==> src/rtl/alu_op_sequencer.sv <==
// alu_op_sequencer
//   Hardwired control FSM that steps a two-bus register datapath through
//   fetch (T0..T2), decode (T3) and execute (T4..T6). It supports 3-register
//   ALU ops (Ra <- Rb op Rc) and 2-register mul/div (HI:LO <- Rb op Rc).
//
// Parameters
//   MEM_WAIT  extra T1 cycles (Read held high) before IR is loaded, 0..15
//   OP_W      opcode width, opcode taken from IR[31 -: OP_W]
//
// Ports
//   Clock, Reset         clock, synchronous active-high reset
//   Stop                 level: finish current instruction, then halt
//   Step                 single-step pulse (only with SINGLE_STEP_EN)
//   IR                   instruction register contents
//   PCout..IRin          fetch strobes
//   Yin..HIin            execute strobes
//   Rout_sel, Rin_sel    one-hot register bus-out select / write enable
//   operation            ALU op code, valid in T4 only
//   Run                  1 while not halted
//   Illegal              sticky flag for unsupported opcode
//
// Build option
//   SINGLE_STEP_EN  when defined, the FSM parks in PAUSE after each
//                   instruction until Step (resume) or Stop (halt).
module alu_op_sequencer #(
  parameter int MEM_WAIT = 0,
  parameter int OP_W     = 5
) (
  input  logic            Clock,
  input  logic            Reset,
  input  logic            Stop,
  input  logic            Step,
  input  logic [31:0]     IR,
  output logic            PCout,
  output logic            MARin,
  output logic            IncPC,
  output logic            PCin,
  output logic            Read,
  output logic            MDRin,
  output logic            MDRout,
  output logic            IRin,
  output logic            Yin,
  output logic            Zlowin,
  output logic            Zhighin,
  output logic            Zlowout,
  output logic            Zhighout,
  output logic            LOin,
  output logic            HIin,
  output logic [15:0]     Rout_sel,
  output logic [15:0]     Rin_sel,
  output logic [OP_W-1:0] operation,
  output logic            Run,
  output logic            Illegal
);

  localparam logic [OP_W-1:0] OP_ADD = OP_W'(5'b00011);
  localparam logic [OP_W-1:0] OP_SUB = OP_W'(5'b00100);
  localparam logic [OP_W-1:0] OP_AND = OP_W'(5'b00101);
  localparam logic [OP_W-1:0] OP_OR  = OP_W'(5'b00110);
  localparam logic [OP_W-1:0] OP_DIV = OP_W'(5'b01111);
  localparam logic [OP_W-1:0] OP_MUL = OP_W'(5'b10000);

  localparam logic [3:0] WAIT_LAST = 4'(MEM_WAIT);

  typedef enum logic [3:0] {
    S_T0, S_T1, S_T2, S_T3, S_T4, S_T5, S_T6, S_HALT
`ifdef SINGLE_STEP_EN
    , S_PAUSE
`endif
  } state_t;

`ifdef SINGLE_STEP_EN
  localparam state_t S_RESUME = S_PAUSE;
`else
  localparam state_t S_RESUME = S_T0;
`endif

  state_t          state;
  logic [3:0]      wait_cnt;
  logic [OP_W-1:0] op_q;
  logic [3:0]      ra_q;
  logic [3:0]      rc_q;

  logic [OP_W-1:0] op_in;
  logic [3:0]      ra_in;
  logic [3:0]      rb_in;
  logic [3:0]      rc_in;

  assign op_in = IR[31 -: OP_W];
  assign ra_in = IR[26:23];
  assign rb_in = IR[22:19];
  assign rc_in = IR[18:15];

  // Low IR bits carry no control information; Step is inert without PAUSE.
  logic ir_unused;
`ifdef SINGLE_STEP_EN
  assign ir_unused = ^IR[14:0];
`else
  assign ir_unused = ^{IR[14:0], Step};
`endif

  function automatic logic is_muldiv(input logic [OP_W-1:0] op);
    return (op == OP_MUL) || (op == OP_DIV);
  endfunction

  function automatic logic is_legal(input logic [OP_W-1:0] op);
    return (op == OP_ADD) || (op == OP_SUB) || (op == OP_AND) ||
           (op == OP_OR)  || is_muldiv(op);
  endfunction

  function automatic logic [15:0] onehot(input logic [3:0] idx);
    return 16'h0001 << idx;
  endfunction

  // Control state. Stop is only looked at in the last execute state
  // (T5 for ALU ops, T6 for mul/div) and, with single-step, in PAUSE.
  always_ff @(posedge Clock) begin
    if (Reset) begin
      state    <= S_T0;
      wait_cnt <= 4'd0;
      Illegal  <= 1'b0;
      Run      <= 1'b1;
    end else begin
      case (state)
        S_T0: state <= S_T1;
        S_T1: begin
          if (wait_cnt == WAIT_LAST) begin
            wait_cnt <= 4'd0;
            state    <= S_T2;
          end else begin
            wait_cnt <= wait_cnt + 4'd1;
          end
        end
        S_T2: state <= S_T3;
        S_T3: begin
          if (is_legal(op_in)) begin
            state <= S_T4;
          end else begin
            Illegal <= 1'b1;
            Run     <= 1'b0;
            state   <= S_HALT;
          end
        end
        S_T4: state <= S_T5;
        S_T5: begin
          if (is_muldiv(op_q)) begin
            state <= S_T6;
          end else if (Stop) begin
            Run   <= 1'b0;
            state <= S_HALT;
          end else begin
            state <= S_RESUME;
          end
        end
        S_T6: begin
          if (Stop) begin
            Run   <= 1'b0;
            state <= S_HALT;
          end else begin
            state <= S_RESUME;
          end
        end
`ifdef SINGLE_STEP_EN
        S_PAUSE: begin
          if (Stop) begin
            Run   <= 1'b0;
            state <= S_HALT;
          end else if (Step) begin
            state <= S_T0;
          end
        end
`endif
        default: state <= S_HALT;
      endcase
    end
  end

  // Instruction fields are captured at the end of T3 so execute states do
  // not depend on IR staying stable afterwards.
  always_ff @(posedge Clock) begin
    if (state == S_T3) begin
      op_q <= op_in;
      ra_q <= ra_in;
      rc_q <= rc_in;
    end
  end

  // Strobes are a pure decode of state; Reset forces them low in the same
  // cycle so an aborted instruction never writes a register.
  always_comb begin
    PCout     = 1'b0;
    MARin     = 1'b0;
    IncPC     = 1'b0;
    PCin      = 1'b0;
    Read      = 1'b0;
    MDRin     = 1'b0;
    MDRout    = 1'b0;
    IRin      = 1'b0;
    Yin       = 1'b0;
    Zlowin    = 1'b0;
    Zhighin   = 1'b0;
    Zlowout   = 1'b0;
    Zhighout  = 1'b0;
    LOin      = 1'b0;
    HIin      = 1'b0;
    Rout_sel  = 16'h0000;
    Rin_sel   = 16'h0000;
    operation = '0;
    if (!Reset) begin
      case (state)
        S_T0: begin
          PCout  = 1'b1;
          MARin  = 1'b1;
          IncPC  = 1'b1;
          Zlowin = 1'b1;
        end
        S_T1: begin
          Read  = 1'b1;
          MDRin = 1'b1;
          // PC+1 is written back only once, however long memory stalls.
          if (wait_cnt == 4'd0) begin
            PCin    = 1'b1;
            Zlowout = 1'b1;
          end
        end
        S_T2: begin
          MDRout = 1'b1;
          IRin   = 1'b1;
        end
        S_T3: begin
          if (is_legal(op_in)) begin
            Yin      = 1'b1;
            Rout_sel = onehot(rb_in);
          end
        end
        S_T4: begin
          Rout_sel  = onehot(rc_q);
          operation = op_q;
          Zlowin    = 1'b1;
          Zhighin   = is_muldiv(op_q);
        end
        S_T5: begin
          Zlowout = 1'b1;
          if (is_muldiv(op_q)) begin
            LOin = 1'b1;
          end else begin
            Rin_sel = onehot(ra_q);
          end
        end
        S_T6: begin
          Zhighout = 1'b1;
          HIin     = 1'b1;
        end
        default: ;
      endcase
    end
  end

endmodule
==> config.mk <==
export PLATFORM = sky130hd
export DESIGN_NAME = alu_op_sequencer
export DESIGN_NICKNAME = d
export VERILOG_FILES = /design/src/rtl/alu_op_sequencer.sv
export SDC_FILE = /design/constraint.sdc
export NUM_CORES = 1
export LEC_CHECK = 0
export ABC_AREA = 1
export CORE_MARGIN = 3
export CORE_UTILIZATION = 35
export DETAILED_ROUTE_END_ITERATION = 8
export HOLD_SLACK_MARGIN = 0.03
export PLACE_DENSITY = 0.72
export SYNTH_ARGS = -nofsm -noshare
export SYNTH_HDL_FRONTEND = slang
export SYNTH_SLANG_ARGS = --single-unit
==> constraint.sdc <==
create_clock -name Clock -period 3.5 [get_ports Clock]
set_input_delay 0.525 -clock Clock [delete_from_list [all_inputs] [get_ports Clock]]
set_output_delay 0.525 -clock Clock [all_outputs]
set_load 0.03 [all_outputs]
Word level (Yosys, flattened, before mapping) --
Index checks and enable logic that the tools add are counted.
Storage, ports and cells: word-level logic and storage cells 82, output and inout port bits 54, input port bits 36, bits in registers 23
Operators by class: equality and inequality tests 17, mux-type cells 41, $add $sub $neg 1, reductions and logical operators 12, bitwise logic cells 1, shift-type cells 3
Operators by type and width (count):
- $mux 16 | 5
- $shl 1x4->16 const A | 3
- $pmux 16 s2 | 1
- $pmux 4 s7 | 1
- $mux 1 | 25
- $eq 5x3->1 const B | 3
- $eq 4x3->1 const B | 3
- $eq 5x4->1 const B | 2
- $eq 5x5->1 const B | 2
- $mux 5 | 2
- $eq 4x2->1 const B | 2
- $logic_not 4->1 | 2
- $mux 4 | 2
- $logic_or 1x1->1 | 6
- $mux 3 | 2
- $ne 2x2->1 const B | 3
- $eq 5x2->1 const B | 1
- $add 4x1->4 const B | 1
- $eq 4x1->1 const B | 1
- $pmux 1 s3 | 1
- $reduce_and 3->1 | 1
- $reduce_bool 3->1 | 1
- $mux 2 | 1
- $pmux 1 s2 | 1
- other kinds (3) | 3

Depth between registers and ports, before layout --
word-level depth 8, mapped depth 10, gate-level depth less buffers 10

Least setup slack after synthesis --
Ideal clock, no wire load.
path type input-to-output, start point input port Reset, end point output port MDRout, path slack 971 ps, required time 2975 ps, arrival time 2004 ps, stages 3, buffers on the path 2, cells stage by stage clkbuf_1 nor4_1 buf_4
Between the ends: longest elaborated chain between the ends 1
Ends and longest elaborated chain:
- start: declaration | RTL line 30 | input logic Reset,
- $mux 1
- end: declaration | RTL line 40 | output logic MDRout,
No other way between the ends.

Worst setup path after layout --
start point input port IR[29], end point output port Rout_sel[3]
Between the ends: longest elaborated chain between the ends 8, elaborated cells on any way between the ends 14, those cells by class eq/ne (6); mux (3); reduce/logical (5)
Ends and longest elaborated chain:
- start: declaration | RTL line 33 | input logic [31:0] IR,
- $eq 5x2->1 / $eq 5x3->1 (equally long branches) | RTL line 107 | return (op == OP_ADD) || (op == OP_SUB) || (op == OP_AND) ||
- $logic_or 1x1->1 (3 in a row) | RTL line 107
- $logic_or 1x1->1 * | RTL line 108 | (op == OP_OR) || is_muldiv(op);
- $mux 16 * | RTL line 231 | if (is_legal(op_in)) begin
- $pmux 16 s2 * | RTL line 210 | case (state)
- $mux 16 * | RTL line 209 | if (!Reset) begin
- end: declaration | RTL line 49 | output logic [15:0] Rout_sel,
Every way passes the cells marked *; elsewhere a longest branch is shown, timed or not.

==> results.json <==
{
  "clockRootBuffer": "clkbuf_8",
  "place_inst": 405,
  "synth_nets": 315,
  "worstHoldEndpoint": "Run",
  "grt_pass1_vias": 1753,
  "synth_seq_cells": 22,
  "whs_path_depth": 2,
  "finalMaxSlewViolations": 0,
  "cp_num_buf_inv": 2,
  "switching_share_pct": 34.4,
  "ios": 90,
  "yosys-top-cells-count": "63 x nor2_1, 50 x nand2_1, 35 x inv_1",
  "crit_chain": "clkdlybuf4s50_1 > nor2_1 > nor2_1 > nand2_1 > nand4_1 > a21oi_1 > clkdlybuf4s50_1",
  "portBuffers": 73,
  "ys_warn_count": 0,
  "p_clk_share_pct": 24.1,
  "vdd_drop_max_mv": 0.196,
  "postPlaceCellArea_um2": 2490,
  "rows": 24,
  "synth_area_per_cell_um2": 6.24,
  "status": "finished clean",
  "relSlewSlack_pct": 50.2,
  "worstReg2RegStart": "state[0]",
  "comb_power_share_pct": 33.3,
  "post_cts_buffers": 0,
  "max_freq_mhz": 304,
  "vias": 1985,
  "grt_pass1_wl_mm": 7.58,
  "ys.flop_type": "edfxtp_1",
  "cp_slowest_stage_delay_ps": 710,
  "diodes": 0,
  "synthTopCellsByArea": "edfxtp_1 23%, nor2_1 14%, nand2_1 11%",
  "cts_hold_buf": 0,
  "grt_usage_pct": 15.3,
  "fp.dieW_um": 76.3,
  "critical_path_class": "input pin to output port",
  "power.net_switching_w": 0.000259,
  "p_int_w": 0.000493,
  "ys_types": 20,
  "rr_endpoint": "Run",
  "tns_ps": 0,
  "cts_buffers": 3,
  "clk_path_buf_depth": 2,
  "cp-start-kind": "input pin",
  "async_flop_share_pct": 0,
  "vias_per_cell": 4.85,
  "die_h_um": 76.3,
  "holdCritStartpoint": "Run",
  "synthCells": 277,
  "path_clk_slew_ps": 80,
  "clock_latency_ps": 260,
  "syn_area_um2": 1730,
  "timing.max_cap.violations": 0,
  "cp_top_family": "buffers and inverters",
  "routed_wl_mm": 4.68,
  "clock_skew_ps": 4.91,
  "fin_crit_ps": 3290,
  "final_cells": 409,
  "finalHoldViolations": 0,
  "rsz0062_at_grt": "no",
  "drive_above_1_share_pct": 3.49,
  "core_um2": 4560,
  "synth_top_area_share_pct": 22.6,
  "antenna_left": 0,
  "p_per_area_nw_per_um2": 295,
  "cp-end-kind": "output port",
  "leakagePower_nw": 0.981,
  "setup_viol": 0,
  "synth_edf_count": 13,
  "reg2reg_slack_ps": 1590,
  "layout-area-overhead-vs-synth_pct": 47.4,
  "worst-slew-pin-transition_ps": 746,
  "final_area_um2": 2550,
  "cts.sinks": 22,
  "drc": 0,
  "period_share_pct": 94.1,
  "hold_slack_ps": 444,
  "fin_util_pct": 55.8,
  "dpl.hpwl_mm": 3.69,
  "cts_tree": "built",
  "grt_max_degree": 21,
  "yosysSeqAreaShare_pct": 33.0,
  "gp_congestion": 0.885,
  "drt_iter0_markers": 60,
  "p_seq_share_pct": 42.7,
  "cts_max_level": 1,
  "crit_fanout": 18,
  "firstDrtPassIters": 4,
  "start_util_pct": 37.9,
  "synth.most_common_cell": "nor2_1",
  "slowest_stage": "clkdlybuf4s50_1",
  "antenna_found_initial": 0,
  "ff2ff_path_depth": 10,
  "die_area_um2": 5820,
  "grt_overflow": 0,
  "critPathArrivalTime_ps": 2770,
  "hold_class": "flop to flop",
  "layout.nets": 383,
  "required_ps": 2970,
  "post_cts_resize_count": 0,
  "post_drt_wl_per_cell_um": 11.4,
  "synth_top_area_cell": "edfxtp_1"
}
==> tightest hold or removal path, stage by stage, from the launching register on <==
cell	delay (ps)
dfxtp_1	310
nand2_1	60
nand2_1	40
==> cells in the final DEF, fill, tap and decap left out <==
master            n
xor2_1            1
nor2_4            1
a21oi_1          24
nor4_1            1
nand4_1          21
nor2_2            3
nor3_1           10
nand3_1          22
clkdlybuf4s50_1  73
nor2_1           63
ha_1              2
o21ai_0           5
dfxtp_1           9
nand2_1          50
edfxtp_1         13
inv_1            35
o21ai_1           2
buf_4             4
and2_1            1
clkbuf_8          4
==> per-layer routing <==
| layer | vias to the layer above | global-route usage (%) | wire length (µm) |
|---|---|---|---|
| met5 | - | 0 | 0 |
| met4 | 0 | 2.54 | 10 |
| met3 | 2 | 4.14 | 361 |
| met2 | 74 | 26.3 | 2120 |
| met1 | 865 | 19.6 | 2180 |
| li1 | 1044 | - | - |
==> cells by family (layout without fill, tap and decap cells) <==
logic type	after synthesis	after routing	share of synthesized area [%]
AND/OR/NAND/NOR	172	172	43.6
XOR/XNOR	1	1	0.507
flip-flops	22	22	33.0
AO/OA/AOI/OAI	31	31	8.98
adder cells (fa/ha/maj)	2	2	1.45
buffers and inverters	49	116	12.5
==> how the worst max path moves through the flow <==
stage | start | endpoint | slack, ps | depth (start not counted)
floorplan | Reset | MDRout | 970 | 3
global placement | IR[29] | Rout_sel[3] | 170 | 8
detailed placement | IR[29] | Rout_sel[3] | 140 | 8
CTS | IR[29] | Rout_sel[3] | 140 | 8
global route | IR[29] | Rout_sel[0] | 5 | 7
finish | IR[29] | Rout_sel[3] | 210 | 7
==> layout make-up <==
cell class	count	area [µm²]
Tap cell	65	81.3
Timing Repair Buffer	77	761
Multi-Input combinational cell	206	947
Sequential cell	22	571
Fill cell	466	2020
Clock buffer	4	55.1
Inverter	35	131
==> registers in the layout, summed over array words and instances (netlist names) <==
name,flops
Illegal,1
Run,1
op_q,5
ra_q,4
rc_q,4
state,3
wait_cnt,4
==> power groups by stage <==
stage	combinational (W)	clock, W	sequential (W)
2_1_floorplan	0.000167	0	0.000325
3_3_place_gp	0.000245	0	0.000326
3_5_place_dp	0.000249	0	0.000327
4_1_cts	0.000250	0.000186	0.000321
5_1_grt	0.000277	0.000196	0.000324
6_report	0.000250	0.000181	0.000321
==> through the flow <==
stage | power, W | setup slack, ps
2_1_floorplan | 0.000492 | 971
3_3_place_gp | 0.000571 | 173
3_5_place_dp | 0.000575 | 139
4_1_cts | 0.000756 | 138
5_1_grt | 0.000797 | 4.66
6_report | 0.000751 | 208
(Power assumes the default switching activity.)
==> variant (same flow settings) <==
Add a define of `SINGLE_STEP_EN`.
--- a/src/rtl/alu_op_sequencer.sv
+++ b/src/rtl/alu_op_sequencer.sv
@@ -23,4 +23,6 @@
 //   SINGLE_STEP_EN  when defined, the FSM parks in PAUSE after each
 //                   instruction until Step (resume) or Stop (halt).
+`define SINGLE_STEP_EN
+
 module alu_op_sequencer #(
   parameter int MEM_WAIT = 0,
Formal check against the unedited RTL: not equivalent (Yosys sat finds a counterexample within 10 cycles, from zero or initial values and one cycle with Reset high).
==> variant against the original RTL <==
- hold slack better by 0.033 ns
- synthesized area is 4.2% higher
- critical path depth is 1 higher
- via count is 0.55% higher
- routed wire length is 6.0% higher
- count of clock-buffer cells in the layout is 1 lower
- sequential cell count is 1 higher
- clock skew is 0.0035 ns lower
- synthesized cell count is 0.72% lower
- register-to-register slack better by 0.39 ns
- final area is 3.6% higher
- worst setup slack worse by 0.00088 ns
- critical path type unchanged
Power is not compared: it rests on default switching activity, and its combinational part moved more than twofold at a synthesized area within 25%.
==> variant: results (changes against the original RTL) <==
status -> completed
Resized Gates After CTS -> 0 (unchanged)
# fillers -> 478 (+2.6%)
vias in the first global route -> 1884 (+7.5%)
largest net degree at the start of global routing -> 17 (-19%)
met3 wire length -> 252 um (-30%)
initial antenna violation count -> 0 (unchanged)
mux cell area share after synthesis -> 0% (unchanged)
Seq/total area -> 22.4% (-0.028 points)
number of inverters outside the clock class in the layout -> 36 (+2.9%)
relative slew slack -> 76.2% (+26 points)
iteration-0 DRC count of the detailed router -> 100 (+67%)
CLK BUF -> 3 (-1)
Synth area leaders -> edfxtp_1 22%, nor2_1 13%, nand2_1 11%
gr usage total -> 16.9% (+1.6 points)
worst vdd ir -> 0.271 mV
synthesis-stage register bit count -> 23 (+4.5%)
clock root buffer -> clkbuf_8
Synth Area in Compound Gates -> 9.03% (+0.055 points)
Synth Area in Adders -> 1.39% (-0.058 points)
critical-path maximum fanout -> 16 (-2)
syn_nets -> 313 (-0.63%)
DRT Wirelength -> 4.96 mm (+6.0%)
post-synthesis cell type count -> 25 (+25%)
min-delay worst type -> flip-flop to flip-flop
clock-cell share of area -> 1.85% (-0.31 points)
setup bufs post-CTS -> 0 (unchanged)
clock skew -> 0.00146 ns (-0.00345 ns)
Final HPWL DP -> 4.06 mm (+10%)
largest reg by FF count -> op_q
Leak -> 1.00 nW
Final Wtd Congestion -> 0.891 (+0.71%)
share of layout cells above drive strength 1 -> 8.91% (+5.4 points)
Non-clk bufs -> 78 (+1.3%)
XOR/XNOR share of the synthesized area -> 0.973% (+0.47 points)
#MultiIn Comb -> 207 (+0.49%)
Max clock buf depth -> 2 (unchanged)
Non-clock buffer share -> 29.2% (-0.67 points)
Metal-1 WL -> 2.15 mm (-1.3%)
Reg clk slew, reported paths -> 0.08 ns (about the same)
ys async rst share -> 0% (unchanged)
fraction of area in multi-input gates -> 38.3% (+1.1 points)
Arrival @ worst endpoint -> 2.77 ns (about the same)
Seq/Total Area, Yosys -> 32.8% (-0.22 points)
number of buffers added on ports -> 74 (+1.4%)
fin nets -> 387 (+1.0%)
DR vias/cell -> 4.81 (-0.90%)
Critical Path Max Stage Delay -> 0.70 ns
Routed met2 length -> 2.49 mm (+17%)
first-pass GRT wire length -> 8.47 mm (+12%)
diode count -> 0 (unchanged)
most frequent cells after synthesis -> 60 x nor2_1, 55 x nand2_1, 30 x inv_1
Setup WS pre-CTS -> 0.210 ns (+0.0706 ns)
Slowest-stage cell, CP -> clkdlybuf4s50_1
DR pass1 iterations -> 4 (unchanged)
Post-synth EDFFs -> 13 (unchanged)
variant: changes by cell type in the layout (fill, tap and decap cells not counted), sizes merged, moves of 2 or more:
| cell | before | now |
|---|---|---|
| nand4 | 21 | 5 |
| nor3 | 10 | 20 |
| nand3 | 22 | 31 |
| nand2 | 50 | 55 |
| a21oi | 24 | 21 |
| o21ai | 7 | 4 |
| nor2 | 67 | 65 |
| o21bai | 0 | 2 |
variant: stage by stage:
stage	instance area (um2)	power, mW	utilization (%)	std cells
6_report	2640	1.13	54.4	415
5_1_grt	2640	1.22	54.4	415
4_1_cts	2640	1.14	54.4	415
3_5_place_dp	2590	0.968	53.4	411
3_3_place_gp	2590	0.960	53.4	411
2_1_floorplan	1800	0.792	-	275
variant: power by group:
| group | leakage (nW) | internal, mW | switching, mW | total (mW) |
|---|---|---|---|---|
| clock | 0.0217 | 0.0805 | 0.0876 | 0.168 |
| sequential | 0.200 | 0.341 | 0.0404 | 0.381 |
| combinational | 0.779 | 0.204 | 0.379 | 0.583 |
| total | 1.00 | 0.626 | 0.507 | 1.13 |
variant: final timing paths:
kind | from | end | slack, ns | cells after the start
min reg2reg | Run | Run | 0.48 | 2
min | Run | Run | 0.48 | 2
max | IR[29] | Rout_sel[6] | 0.21 | 8
max reg2reg | state[3] | state[1] | 1.98 | 8
variant: layer usage:
metal  track usage [%]  vias up
li1                  -     1036
met1              20.5      901
met2              30.4       53
met3              3.60        6
met4              3.74        0
met5                 0        -
variant: critical path, delay by kind of cell:
kind	cells	cell delay [ns]
AOI/OAI and AO/OA	2	0.28
and+or+nand+nor	4	0.71
buffers and inverters	2	1.24
variant: cell families (layout without fill, tap and decap cells):
family	Yosys count	in the layout
compound gates	27	27
xor+xnor	2	2
fa+ha+maj	2	2
buf+inv	45	118
flops	23	23
simple gates	176	176
